==> config.mk <==
export PLATFORM = sky130hd
export DESIGN_NAME = lcd_init_seq_flat
export DESIGN_NICKNAME = d
export VERILOG_FILES = /design/src/rtl/lcd_init_seq_if.sv /design/src/rtl/lcd_init_seq.sv /design/src/flat_wrapper.sv
export SDC_FILE = /design/constraint.sdc
export NUM_CORES = 1
export LEC_CHECK = 0
export ABC_AREA = 0
export CAP_MARGIN = 0
export CORE_ASPECT_RATIO = 0.7
export CORE_MARGIN = 2
export CORE_UTILIZATION = 35
export CTS_BUF_LIST = sky130_fd_sc_hd__clkbuf_4 sky130_fd_sc_hd__clkbuf_8
export DETAILED_ROUTE_END_ITERATION = 8
export DONT_BUFFER_PORTS = 1
export HOLD_SLACK_MARGIN = 0.06
export SETUP_SLACK_MARGIN = 0.02
export SYNTH_ARGS = -nofsm -noshare
export SYNTH_HDL_FRONTEND = slang
export SYNTH_SLANG_ARGS = --single-unit
==> constraint.sdc <==
create_clock -name clk -period 10.8 [get_ports clk]
set_input_delay 1.62 -clock clk [delete_from_list [all_inputs] [get_ports clk]]
set_output_delay 1.62 -clock clk [all_outputs]
set_load 0.02 [all_outputs]
==> src/rtl/lcd_init_seq_if.sv <==
// Byte-transfer bundle for the LCD init sequencer: the user request channel and the
// link to the SPI byte transmitter, including the panel D/C line.
//
// Handshakes: the user raises req with req_dc/req_data and holds all three until ack.
// ack is a one-cycle pulse. The sequencer raises spi_onoff with spi_data/dc already
// stable and holds them until spi_valid, which is a one-cycle completion pulse.
// spi_onoff then drops for at least one cycle before the next byte.
interface lcd_init_seq_if;
  logic       req;
  logic       req_dc;
  logic [7:0] req_data;
  logic       ack;
  logic       spi_onoff;
  logic [7:0] spi_data;
  logic       spi_valid;
  logic       dc;

  modport master (
    output req, req_dc, req_data, spi_valid,
    input  ack, spi_onoff, spi_data, dc
  );

  modport slave (
    input  req, req_dc, req_data, spi_valid,
    output ack, spi_onoff, spi_data, dc
  );
endinterface

==> src/rtl/lcd_init_seq.sv <==
// LCD power-up sequencer: pulses the panel reset, replays a fixed command/data/delay ROM
// through the SPI byte transmitter, then serves single user bytes until restarted.
module lcd_init_seq #(
  parameter int unsigned RESET_CYCLES   = 5_000_000,
  parameter int unsigned RECOVER_CYCLES = 12_000_000,
  parameter int unsigned MS_CYCLES      = 100_000
) (
  input  logic               clk,
  input  logic               reset,
  input  logic               start,
  lcd_init_seq_if.slave      bus,
  output logic               ready,
  output logic               busy,
  output logic               lcd_reset,
  output logic [3:0]         dbg_state
);

  typedef enum logic [3:0] {
    S_HW_RST  = 4'd0,
    S_HW_WAIT = 4'd1,
    S_FETCH   = 4'd2,
    S_SEND    = 4'd3,
    S_GAP     = 4'd4,
    S_DELAY   = 4'd5,
    S_READY   = 4'd6,
    S_USER    = 4'd7,
    S_UGAP    = 4'd8
  } state_t;

  localparam logic [1:0]  K_CMD   = 2'b00;
  localparam logic [1:0]  K_DATA  = 2'b01;
  localparam logic [1:0]  K_DELAY = 2'b10;
  localparam logic [1:0]  K_END   = 2'b11;

  localparam logic [31:0] RESET_LAST   = 32'(RESET_CYCLES - 1);
  localparam logic [31:0] RECOVER_LAST = 32'(RECOVER_CYCLES - 1);

  state_t      state_q, state_d;
  logic [3:0]  idx_q, idx_d;
  logic [31:0] cnt_q, cnt_d;
  logic        lcd_reset_q, lcd_reset_d;
  logic        onoff_q, onoff_d;
  logic [7:0]  data_q, data_d;
  logic        dc_q, dc_d;
  logic        ack_q, ack_d;

  logic [1:0]  rom_kind;
  logic [7:0]  rom_val;
  logic [31:0] dly_last;

  // Indices past the table read as END so a runaway index parks in READY.
  always_comb begin
    rom_kind = K_END;
    rom_val  = 8'h00;
    case (idx_q)
      4'd0:    begin rom_kind = K_CMD;   rom_val = 8'h01; end
      4'd1:    begin rom_kind = K_DELAY; rom_val = 8'd150; end
      4'd2:    begin rom_kind = K_CMD;   rom_val = 8'h11; end
      4'd3:    begin rom_kind = K_DELAY; rom_val = 8'd120; end
      4'd4:    begin rom_kind = K_CMD;   rom_val = 8'h3A; end
      4'd5:    begin rom_kind = K_DATA;  rom_val = 8'h55; end
      4'd6:    begin rom_kind = K_CMD;   rom_val = 8'h36; end
      4'd7:    begin rom_kind = K_DATA;  rom_val = 8'h00; end
      4'd8:    begin rom_kind = K_CMD;   rom_val = 8'h29; end
      4'd9:    begin rom_kind = K_DELAY; rom_val = 8'd20; end
      default: begin rom_kind = K_END;   rom_val = 8'h00; end
    endcase
  end

  assign dly_last = ({24'd0, rom_val} * MS_CYCLES) - 32'd1;

  always_comb begin
    state_d     = state_q;
    idx_d       = idx_q;
    cnt_d       = cnt_q;
    lcd_reset_d = lcd_reset_q;
    onoff_d     = onoff_q;
    data_d      = data_q;
    dc_d        = dc_q;
    ack_d       = 1'b0;
    case (state_q)
      S_HW_RST: begin
        lcd_reset_d = 1'b0;
        if (cnt_q == RESET_LAST) begin
          cnt_d       = 32'd0;
          lcd_reset_d = 1'b1;
          state_d     = S_HW_WAIT;
        end else begin
          cnt_d = cnt_q + 32'd1;
        end
      end
      S_HW_WAIT: begin
        if (cnt_q == RECOVER_LAST) begin
          cnt_d   = 32'd0;
          state_d = S_FETCH;
        end else begin
          cnt_d = cnt_q + 32'd1;
        end
      end
      S_FETCH: begin
        case (rom_kind)
          K_CMD, K_DATA: begin
            dc_d    = (rom_kind == K_DATA);
            data_d  = rom_val;
            onoff_d = 1'b1;
            state_d = S_SEND;
          end
          K_DELAY: begin
            // A zero delay skips straight to the next fetch.
            if (rom_val == 8'd0) begin
              idx_d = idx_q + 4'd1;
            end else begin
              cnt_d   = 32'd0;
              state_d = S_DELAY;
            end
          end
          default: state_d = S_READY;
        endcase
      end
      S_SEND: begin
        if (bus.spi_valid) begin
          onoff_d = 1'b0;
          idx_d   = idx_q + 4'd1;
          state_d = S_GAP;
        end
      end
      S_GAP: state_d = S_FETCH;
      S_DELAY: begin
        if (cnt_q == dly_last) begin
          cnt_d   = 32'd0;
          idx_d   = idx_q + 4'd1;
          state_d = S_FETCH;
        end else begin
          cnt_d = cnt_q + 32'd1;
        end
      end
      S_READY: begin
        if (start) begin
          idx_d       = 4'd0;
          cnt_d       = 32'd0;
          lcd_reset_d = 1'b0;
          state_d     = S_HW_RST;
        end else if (bus.req) begin
          dc_d    = bus.req_dc;
          data_d  = bus.req_data;
          onoff_d = 1'b1;
          state_d = S_USER;
        end
      end
      S_USER: begin
        if (bus.spi_valid) begin
          onoff_d = 1'b0;
          ack_d   = 1'b1;
          state_d = S_UGAP;
        end
      end
      S_UGAP:  state_d = S_READY;
      default: state_d = S_HW_RST;
    endcase
  end

  always_ff @(posedge clk or posedge reset) begin
    if (reset) begin
      state_q     <= S_HW_RST;
      idx_q       <= 4'd0;
      cnt_q       <= 32'd0;
      lcd_reset_q <= 1'b0;
      onoff_q     <= 1'b0;
      data_q      <= 8'h00;
      dc_q        <= 1'b0;
      ack_q       <= 1'b0;
    end else begin
      state_q     <= state_d;
      idx_q       <= idx_d;
      cnt_q       <= cnt_d;
      lcd_reset_q <= lcd_reset_d;
      onoff_q     <= onoff_d;
      data_q      <= data_d;
      dc_q        <= dc_d;
      ack_q       <= ack_d;
    end
  end

  assign bus.spi_onoff = onoff_q;
  assign bus.spi_data  = data_q;
  assign bus.dc        = dc_q;
  assign bus.ack       = ack_q;
  assign lcd_reset     = lcd_reset_q;
  assign ready         = (state_q == S_READY);
  assign busy          = ~ready;
  assign dbg_state     = state_q;

endmodule

==> src/flat_wrapper.sv <==
// flat-port wrapper written by rule: the top's interface ports become plain ports
module lcd_init_seq_flat 
#(
  parameter int unsigned RESET_CYCLES   = 5_000_000,
  parameter int unsigned RECOVER_CYCLES = 12_000_000,
  parameter int unsigned MS_CYCLES      = 100_000
)
  (clk, reset, start, ready, busy, lcd_reset, dbg_state, bus_req, bus_req_dc, bus_req_data, bus_spi_valid, bus_ack, bus_spi_onoff, bus_spi_data, bus_dc);
  lcd_init_seq_if bus_i ();
  input  logic clk;
  input  logic reset;
  input  logic start;
  output logic ready;
  output logic busy;
  output logic lcd_reset;
  output logic [3:0] dbg_state;
  input wire logic [$bits(bus_i.req)-1:0] bus_req;
  input wire logic [$bits(bus_i.req_dc)-1:0] bus_req_dc;
  input wire logic [$bits(bus_i.req_data)-1:0] bus_req_data;
  input wire logic [$bits(bus_i.spi_valid)-1:0] bus_spi_valid;
  output wire logic [$bits(bus_i.ack)-1:0] bus_ack;
  output wire logic [$bits(bus_i.spi_onoff)-1:0] bus_spi_onoff;
  output wire logic [$bits(bus_i.spi_data)-1:0] bus_spi_data;
  output wire logic [$bits(bus_i.dc)-1:0] bus_dc;
  assign bus_i.req = bus_req;
  assign bus_i.req_dc = bus_req_dc;
  assign bus_i.req_data = bus_req_data;
  assign bus_i.spi_valid = bus_spi_valid;
  assign bus_ack = bus_i.ack;
  assign bus_spi_onoff = bus_i.spi_onoff;
  assign bus_spi_data = bus_i.spi_data;
  assign bus_dc = bus_i.dc;
  lcd_init_seq #(.RESET_CYCLES(RESET_CYCLES), .RECOVER_CYCLES(RECOVER_CYCLES), .MS_CYCLES(MS_CYCLES)) u_core (.clk(clk), .reset(reset), .start(start), .bus(bus_i), .ready(ready), .busy(busy), .lcd_reset(lcd_reset), .dbg_state(dbg_state));
endmodule
==> metrics.md, run 1 <==
| Metric | Value |
|---|---|
| Post-synth EDFFs | 0 |
| Critical path arrival | 7.88 ns |
| Top cell type's share of synthesized area | 20.7% |
| Setup crit start kind | flip-flop |
| Worst-path fanout max | 30 |
| Core area | 0.0174 sq mm |
| Relative slew slack | 39.7% |
| Synthesized net count | 859 |
| CTS root buf | clkbuf_8 |
| Die area | 0.0191 sq mm |
| Crit path top cell by count | inv_1 |
| PwrDens | 49.8 mW/mm^2 |
| Final Wtd Congestion | 0.870 |
| CP endpoint kind | flip-flop |
| Crit-path slowest cell | dfrtp_1 |
| Setup TNS | 0 ns |
| Yosys cell types | 89 |
| Leakage | 2.82 nW |
| Postcts setup bufs | 0 |
| Clk buf depth | 2 |
| CTS H-tree lvls | 2 |
| Post-synth top cells | 76 x nand2_1, 64 x ha_1, 52 x dfrtp_1, 52 x nor2_1, 48 x inv_1 |
| Rows | 40 |
| Max Slew Vio Count | 0 |
| Port Buffer Count | 0 |
| Number of global-route vias before repair | 5106 |
| Crit Path Class | flip-flop to flip-flop |
| Initial antenna violation count | 0 |
| TritonCTS clock tree | yes |
| Cell with the most instances after synthesis | nand2_1 |
| Avg WL per Cell | 17.0 microns |
| Setup ws final | ~3.1 ns |
| Sink Count | 52 |
| Initial Util | 36.2% |
| Slew @ Worst Pin | 0.890 ns |
| Synth Register Bits | 52 |
| Syn. warnings | 0 |
| Pre-CTS setup slack | between 3 and 4 ns |
| Post-CTS resize count | 0 |
| VDD IR-drop max | 0.0646 mV |
| Fill cell total of the finished layout | 1831 |
| Final setup fails | 0 |
| Largest net degree at the start of global routing | 53 |
| Post-Place Cell Area | 0.00640 sq mm |
| Diode count | 0 |
| Worst min path class | flip-flop to flip-flop |
| Final Critical Period | 7.68 ns |
| Synth-to-Final Area Change | 3.36% |
| Hpwl dp | roughly 13000 microns |
| Mapped cell area | 0.00628 sq mm |
| Die Width | 164 microns |
| Cts hold-fix bufs | 0 |
| Final antenna-violating net count | 0 |
| Gr ovfl total | 0 |
| Main area contributors after synthesis | dfrtp_1 21%, ha_1 13%, nand2_1 4.5%, fa_1 3.5%, nor2_1 3.1% |
| CP cell instances | inv_1, nand2_1, a21oi_1, a31oi_1, inv_1, ha_1, ha_1, fa_1, inv_1, fa_1, inv_1, ha_1, nand2b_1, a211oi_4, o21ai_0, o311a_1, or4_1, or4_4, mux2_4, nand3_2, nand4_2, buf_4, nand3b_2, o41ai_1 |
| CP Data Required Time | 11.00 ns |
| 1st-iter DRT viols | roughly 410 |
| Clock transition at path regs | 0.11 ns |
| First-pass GRT wire length | roughly 27000 microns |
| Io pins | 32 |
| Clock Latency Late Sink | about 0.32 ns |
| Maxcap violations | 0 |
| Hold Fails Final Rpt | 0 |
| Top FF cell, synth | dfrtp_1 |
| Top delay family on crit path | adder cells |
| Final Cell Area | 0.00650 sq mm |
| Seq/Total Area, Yosys | 20.7% |
| 1st-pass router iterations | 5 |
| Detailed-route wire length | around 16000 microns |
| F_max | 130 MHz |
| Ys async rst share | 100% |
| Crit share post-route | a little over 70% |
| Total Routing Usage GR | 18.0% |
| Unrepaired setup endpoints after global routing | no |
| Vias per inst | 5.71 |
| Clock Skews | 0.0113 ns |
| Vias | 5523 |
| Buf/Inv on CP | 5 |
| Hold_ws | 0.568 ns |
| Status | finished clean |
| TritonCTS buffer count | 5 |
| Layout cell share with drive strength beyond 1 | 7.33% |
| Cells after synthesis | between 700 and 800 |
| Post-layout util | between 30% and 40% |
| Die Y | between 100 and 150 microns |
| Synth area leader | dfrtp_1 |
| Crit-path max cell delay | ~0.69 ns |
| Layout Nets | just over 800 |
| Post-Syn Area per Cell | 8.16 sq um |
| DRC viols | 0 |
[per-layer routing]
| layer | part of all wire, % | track usage (%) | vias up | wire length (microns) |
|---|---|---|---|---|
| met4 | 0.62 | 2.46 | 0 | 102 |
| met2 | 39 | 25.0 | 144 | 6360 |
| met5 | 0 | 0 | - | 0 |
| met3 | 6.2 | 3.48 | 8 | 1020 |
| met1 | 54 | 29.0 | 2611 | 8940 |
| li1 | - | - | 2760 | - |
[stage by stage]
stage          total power [mW]  instances
2_1_floorplan             0.202        770
3_3_place_gp              0.203        960
3_5_place_dp              0.203        960
4_1_cts                   0.328        968
5_1_grt                   0.340        968
6_report                  0.323        968
[cell usage in the layout, fill, tap and decap left out, drive strengths merged, types with 14 or more instances in the layout]
| master | count |
|---|---|
| nand2 | 77 |
| ha | 64 |
| nor2 | 53 |
| dfrtp | 52 |
| inv | 48 |
| o21ai | 39 |
| nand3 | 33 |
| a21oi | 31 |
| nor3 | 23 |
| xnor2 | 19 |
| a31oi | 17 |
| a21o | 14 |
| and3 | 14 |
| nand4 | 14 |
[registers in the layout (all words and copies together), names as in the netlist]
register              cells
u_core.cnt_q             32
u_core.bus.spi_data       8
u_core.dbg_state          4
u_core.idx_q              4
u_core.bus.ack            1
u_core.bus.dc             1
u_core.bus.spi_onoff      1
u_core.lcd_reset          1
[path summary, 6_finish.rpt]
check / endpoint / cells after the start / slack, ns / start
setup / recovery: u_core.cnt_q[27] / 24 / 3.12 / u_core.idx_q[3]
hold / removal: u_core.cnt_q[4] / 1 / 0.57 / u_core.cnt_q[4]
setup reg to reg: u_core.cnt_q[27] / 24 / 3.12 / u_core.idx_q[3]
hold reg to reg: u_core.cnt_q[4] / 1 / 0.57 / u_core.cnt_q[4]
max in group asynchronous: u_core.cnt_q[19] / 2 / 8.95 / reset
min in group asynchronous: u_core.bus.spi_data[5] / 2 / 1.37 / reset
[report_power, final]
| part | total [mW] | switching, mW | internal, mW |
|---|---|---|---|
| Clock | 0.124 | 0.0694 | 0.0548 |
| Combinational | 0.00462 | 0.00416 | 0.000457 |
| Sequential | 0.195 | 0 | 0.195 |
| Total | 0.323 | 0.0736 | 0.250 |
[worst reg2reg max path, cell delays in order, from the launching register on]
cell      delay, ns
dfrtp_1        0.69
inv_1          0.20
nand2_1        0.14
a21oi_1        0.07
a31oi_1        0.39
inv_1          0.17
ha_1           0.34
ha_1           0.32
fa_1           0.50
inv_1          0.05
fa_1           0.53
inv_1          0.04
ha_1           0.42
nand2b_1       0.17
a211oi_4       0.40
o21ai_0        0.15
o311a_1        0.19
or4_1          0.59
or4_4          0.46
mux2_4         0.22
nand3_2        0.08
nand4_2        0.07
buf_4          0.36
nand3b_2       0.52
o41ai_1        0.49
[layout make-up]
cell class | instances | area (sq um) | share of cell area (%)
Inverter | 49 | 184 | 2.83
Multi-Input combinational cell | 625 | 4600 | 70.8
Tap cell | 231 | 289 | 4.45
Clock inverter | 1 | 7.51 | 0.116
Sequential cell | 52 | 1300 | 20.0
Timing Repair Buffer | 3 | 22.5 | 0.347
Clock buffer | 7 | 90.1 | 1.39
[kinds of logic (layout without fill, tap and decap cells)]
kind of cell | count (synthesis) | after routing | share of synthesized area [%]
buffers and inverters | 93 | 60 | 6.07
AOI/OAI and AO/OA | 202 | 202 | 23.5
muxes | 19 | 19 | 3.25
adders and majority gates | 75 | 75 | 16.2
and+or+nand+nor | 296 | 296 | 24.9
DFF | 52 | 52 | 20.7
xor gates and xnor gates | 33 | 33 | 5.30
(Power assumes the default switching activity.)
==> run 2, diff against run 1 <==
==> constraint.sdc (replaced) <==
create_clock -name clk -period 7.3 [get_ports clk]
set_input_delay 1.095 -clock clk [delete_from_list [all_inputs] [get_ports clk]]
set_output_delay 1.095 -clock clk [all_outputs]
set_load 0.02 [all_outputs]
==> run 2 against run 1 <==
Compared with the run above: final cell count grew 1.4%; clock skew shrank 0.0025 ns; largest power group unchanged; clock power grew 40%; global-route usage shrank 0.058 points; clock-buffer cell count shrank 2; design area grew 1.9%; highest routed layer unchanged; core utilization grew 0.70 points; combinational power grew 50%; maximum frequency grew 12%.
==> metrics.md, run 2 (synthesis results as in run 1) <==
| Metric | Value |
|---|---|
| Leakage | 2.89 nW (+2.5%) |
| Largest net degree at the start of global routing | 53 (unchanged) |
| Relative slew slack | 31.2% (-8.5 points) |
| Maxcap violations | 0 (unchanged) |
| Core area | 0.0174 sq mm (unchanged) |
| Unrepaired setup endpoints after global routing | no |
| Final Wtd Congestion | 0.880 (+1.1%) |
| Final antenna-violating net count | 0 (unchanged) |
| Largest register FFs | 32 (unchanged) |
| CTS H-tree lvls | 2 (unchanged) |
| Initial Util | 36.2% (unchanged) |
| TritonCTS clock tree | yes |
| Setup crit start kind | flip-flop |
| Number of global-route vias before repair | 5203 (+1.9%) |
| Worst min path class | flip-flop to flip-flop |
| First-pass GRT wire length | 27400 microns (-0.30%) |
| Die area | 0.0191 sq mm (unchanged) |
| Clock Skews | 0.00885 ns (-0.00247 ns) |
| Hold Fails Final Rpt | 0 (unchanged) |
| Layout Nets | 839 (+1.7%) |
| Diode count | 0 (unchanged) |
| Placed instance count | 972 (+1.3%) |
| Layout cell share with drive strength beyond 1 | 9.99% (+2.7 points) |
| F_max | 145 MHz (+12%) |
| Max Slew Vio Count | 0 (unchanged) |
| Critical path arrival | 7.11 ns (-0.77 ns) |
| Crit share post-route | 94.2% (+23 points) |
| DRC viols | 0 (unchanged) |
| Most flop-heavy register | u_core.cnt_q |
| Io pins | 32 (unchanged) |
| TritonCTS buffer count | 5 (unchanged) |
| CP endpoint kind | flip-flop |
| Vias | 5589 (+1.2%) |
| Clock transition at path regs | 0.10 ns (about the same) |
| Post-Place Cell Area | 0.00649 sq mm (+1.4%) |
| Cts hold-fix bufs | 0 (unchanged) |
| CP Data Required Time | 7.53 ns (-3.47 ns) |
| Slew @ Worst Pin | 1.03 ns (+0.141 ns) |
| CTS root buf | clkbuf_8 |
| Port Buffer Count | 0 (unchanged) |
| Crit Path Class | flip-flop to flip-flop |
| PwrDens | 70.7 mW/mm^2 (+42%) |
| Setup TNS | 0 ns (unchanged) |
| Final setup fails | 0 (unchanged) |
| Status | finished clean |
| Clk buf depth | 2 (unchanged) |
| VDD IR-drop max | 0.0612 mV (-5.2%) |
| Power Total | 0.468 mW (+45%) |
| Worst-path fanout max | 8 (-73%) |
| Most common cell after layout, fill and taps aside | nand2_1 |
| Avg WL per Cell | 16.8 microns (-0.71%) |
| Final Cell Area | 0.00662 sq mm (+1.9%) |
| Detailed-route wire length | 16500 microns (+0.72%) |
| Total Routing Usage GR | 18.0% (-0.058 points) |
| 1st-pass router iterations | 5 (unchanged) |
| Vias per inst | 5.69 (-0.25%) |
| Die Width | 164 microns (unchanged) |
| 1st-iter DRT viols | 446 (+8.0%) |
| Clock Latency Late Sink | 0.32 ns (about the same) |
| Sink Count | 52 (unchanged) |
| Post-layout util | 38.1% (+0.70 points) |
| Layout Cells excl Fill | 982 (+1.4%) |
| Hpwl dp | 12900 microns (+1.5%) |
| Synth-to-Final Area Change | 5.30% |
| Die Y | 116 microns (unchanged) |
| Initial antenna violation count | 0 (unchanged) |
| Most frequent cells in the layout | 76 x nand2_1, 63 x ha_1, 52 x nor2_1 |
| Final Critical Period | 6.88 ns (-0.803 ns) |
| Rows | 40 (unchanged) |
| Gr ovfl total | 0 (unchanged) |
-- run 2: layout make-up --
class                      instances  area, sq um
fill                            1735        10700
multi-input combinational        625         4630
sequential                        52         1300
tap                              231          289
inverter                          49          184
timing repair buffer              17          128
clock buffer                       5         68.8
clock inverter                     3         18.8
-- run 2: through the flow --
stage	worst slack, ns	hold WS, ns
after CTS	0.144	0.560
final	0.424	0.552
after detailed placement	0.188	0.545
after global placement	0.272	0.539
after global routing	0.0466	0.598
after floorplan	1.02	0.502
-- run 2: per-layer routing --
metal	GRT usage (%)	routed length [microns]	vias to the layer above
met3	3.52	995	7
met5	0	0	-
li1	-	-	2791
met4	2.81	97	0
met2	25.2	6470	163
met1	28.4	8980	2628
-- run 2: path summary, 6_finish.rpt --
check / startpoint / end / slack [ns] / cells after the start
setup / recovery: u_core.idx_q[1] / u_core.idx_q[1] / 0.42 / 24
hold / removal: u_core.cnt_q[27] / u_core.cnt_q[27] / 0.55 / 1
setup reg to reg: u_core.idx_q[1] / u_core.idx_q[1] / 0.42 / 24
hold reg to reg: u_core.cnt_q[27] / u_core.cnt_q[27] / 0.55 / 1
max in group asynchronous: reset / u_core.idx_q[0] / 5.94 / 2
min in group asynchronous: reset / u_core.bus.ack / 0.84 / 2
-- run 2: timing repair --
item / in CTS / in global routing
gates resized for setup: 0 / 8
buffers inserted: 0 / 2
setup endpoints to repair: 0 / 39
-- run 2: worst max-delay path, stage by stage (launching register included) --
cell and delay (ns):
dfrtp_2 0.43, inv_1 0.12, ha_1 0.26, nand2_1 0.10, o21ai_0 0.10, o21ai_2 0.21
inv_1 0.13, ha_1 0.31, ha_1 0.32, fa_1 0.50, inv_1 0.05, fa_1 0.53
inv_1 0.04, ha_1 0.39, nand2b_1 0.21, a211oi_4 0.10, buf_4 0.17, o311a_1 0.45
or4_1 0.60, or4_4 0.47, mux2_4 0.32, nand3_2 0.09, nand3_1 0.26, a21boi_1 0.37
mux2i_1 0.26
-- run 2: power breakdown --
part / total, mW / internal [mW] / switching (mW)
combinational: 0.00691 / 0.000677 / 0.00623
clock: 0.173 / 0.0673 / 0.106
sequential: 0.288 / 0.288 / 0
==> run 3, diff against run 2 <==
--- a/config.mk
+++ b/config.mk
@@ -11,6 +11,7 @@
 export CORE_MARGIN = 2
 export CORE_UTILIZATION = 35
 export CTS_BUF_LIST = sky130_fd_sc_hd__clkbuf_4 sky130_fd_sc_hd__clkbuf_8
+export CTS_CLUSTER_SIZE = 25
 export DETAILED_ROUTE_END_ITERATION = 8
 export DONT_BUFFER_PORTS = 1
 export HOLD_SLACK_MARGIN = 0.06
==> results of run 3 <==
Same layout as run 2: the final DEF is identical, and so are final timing and power.
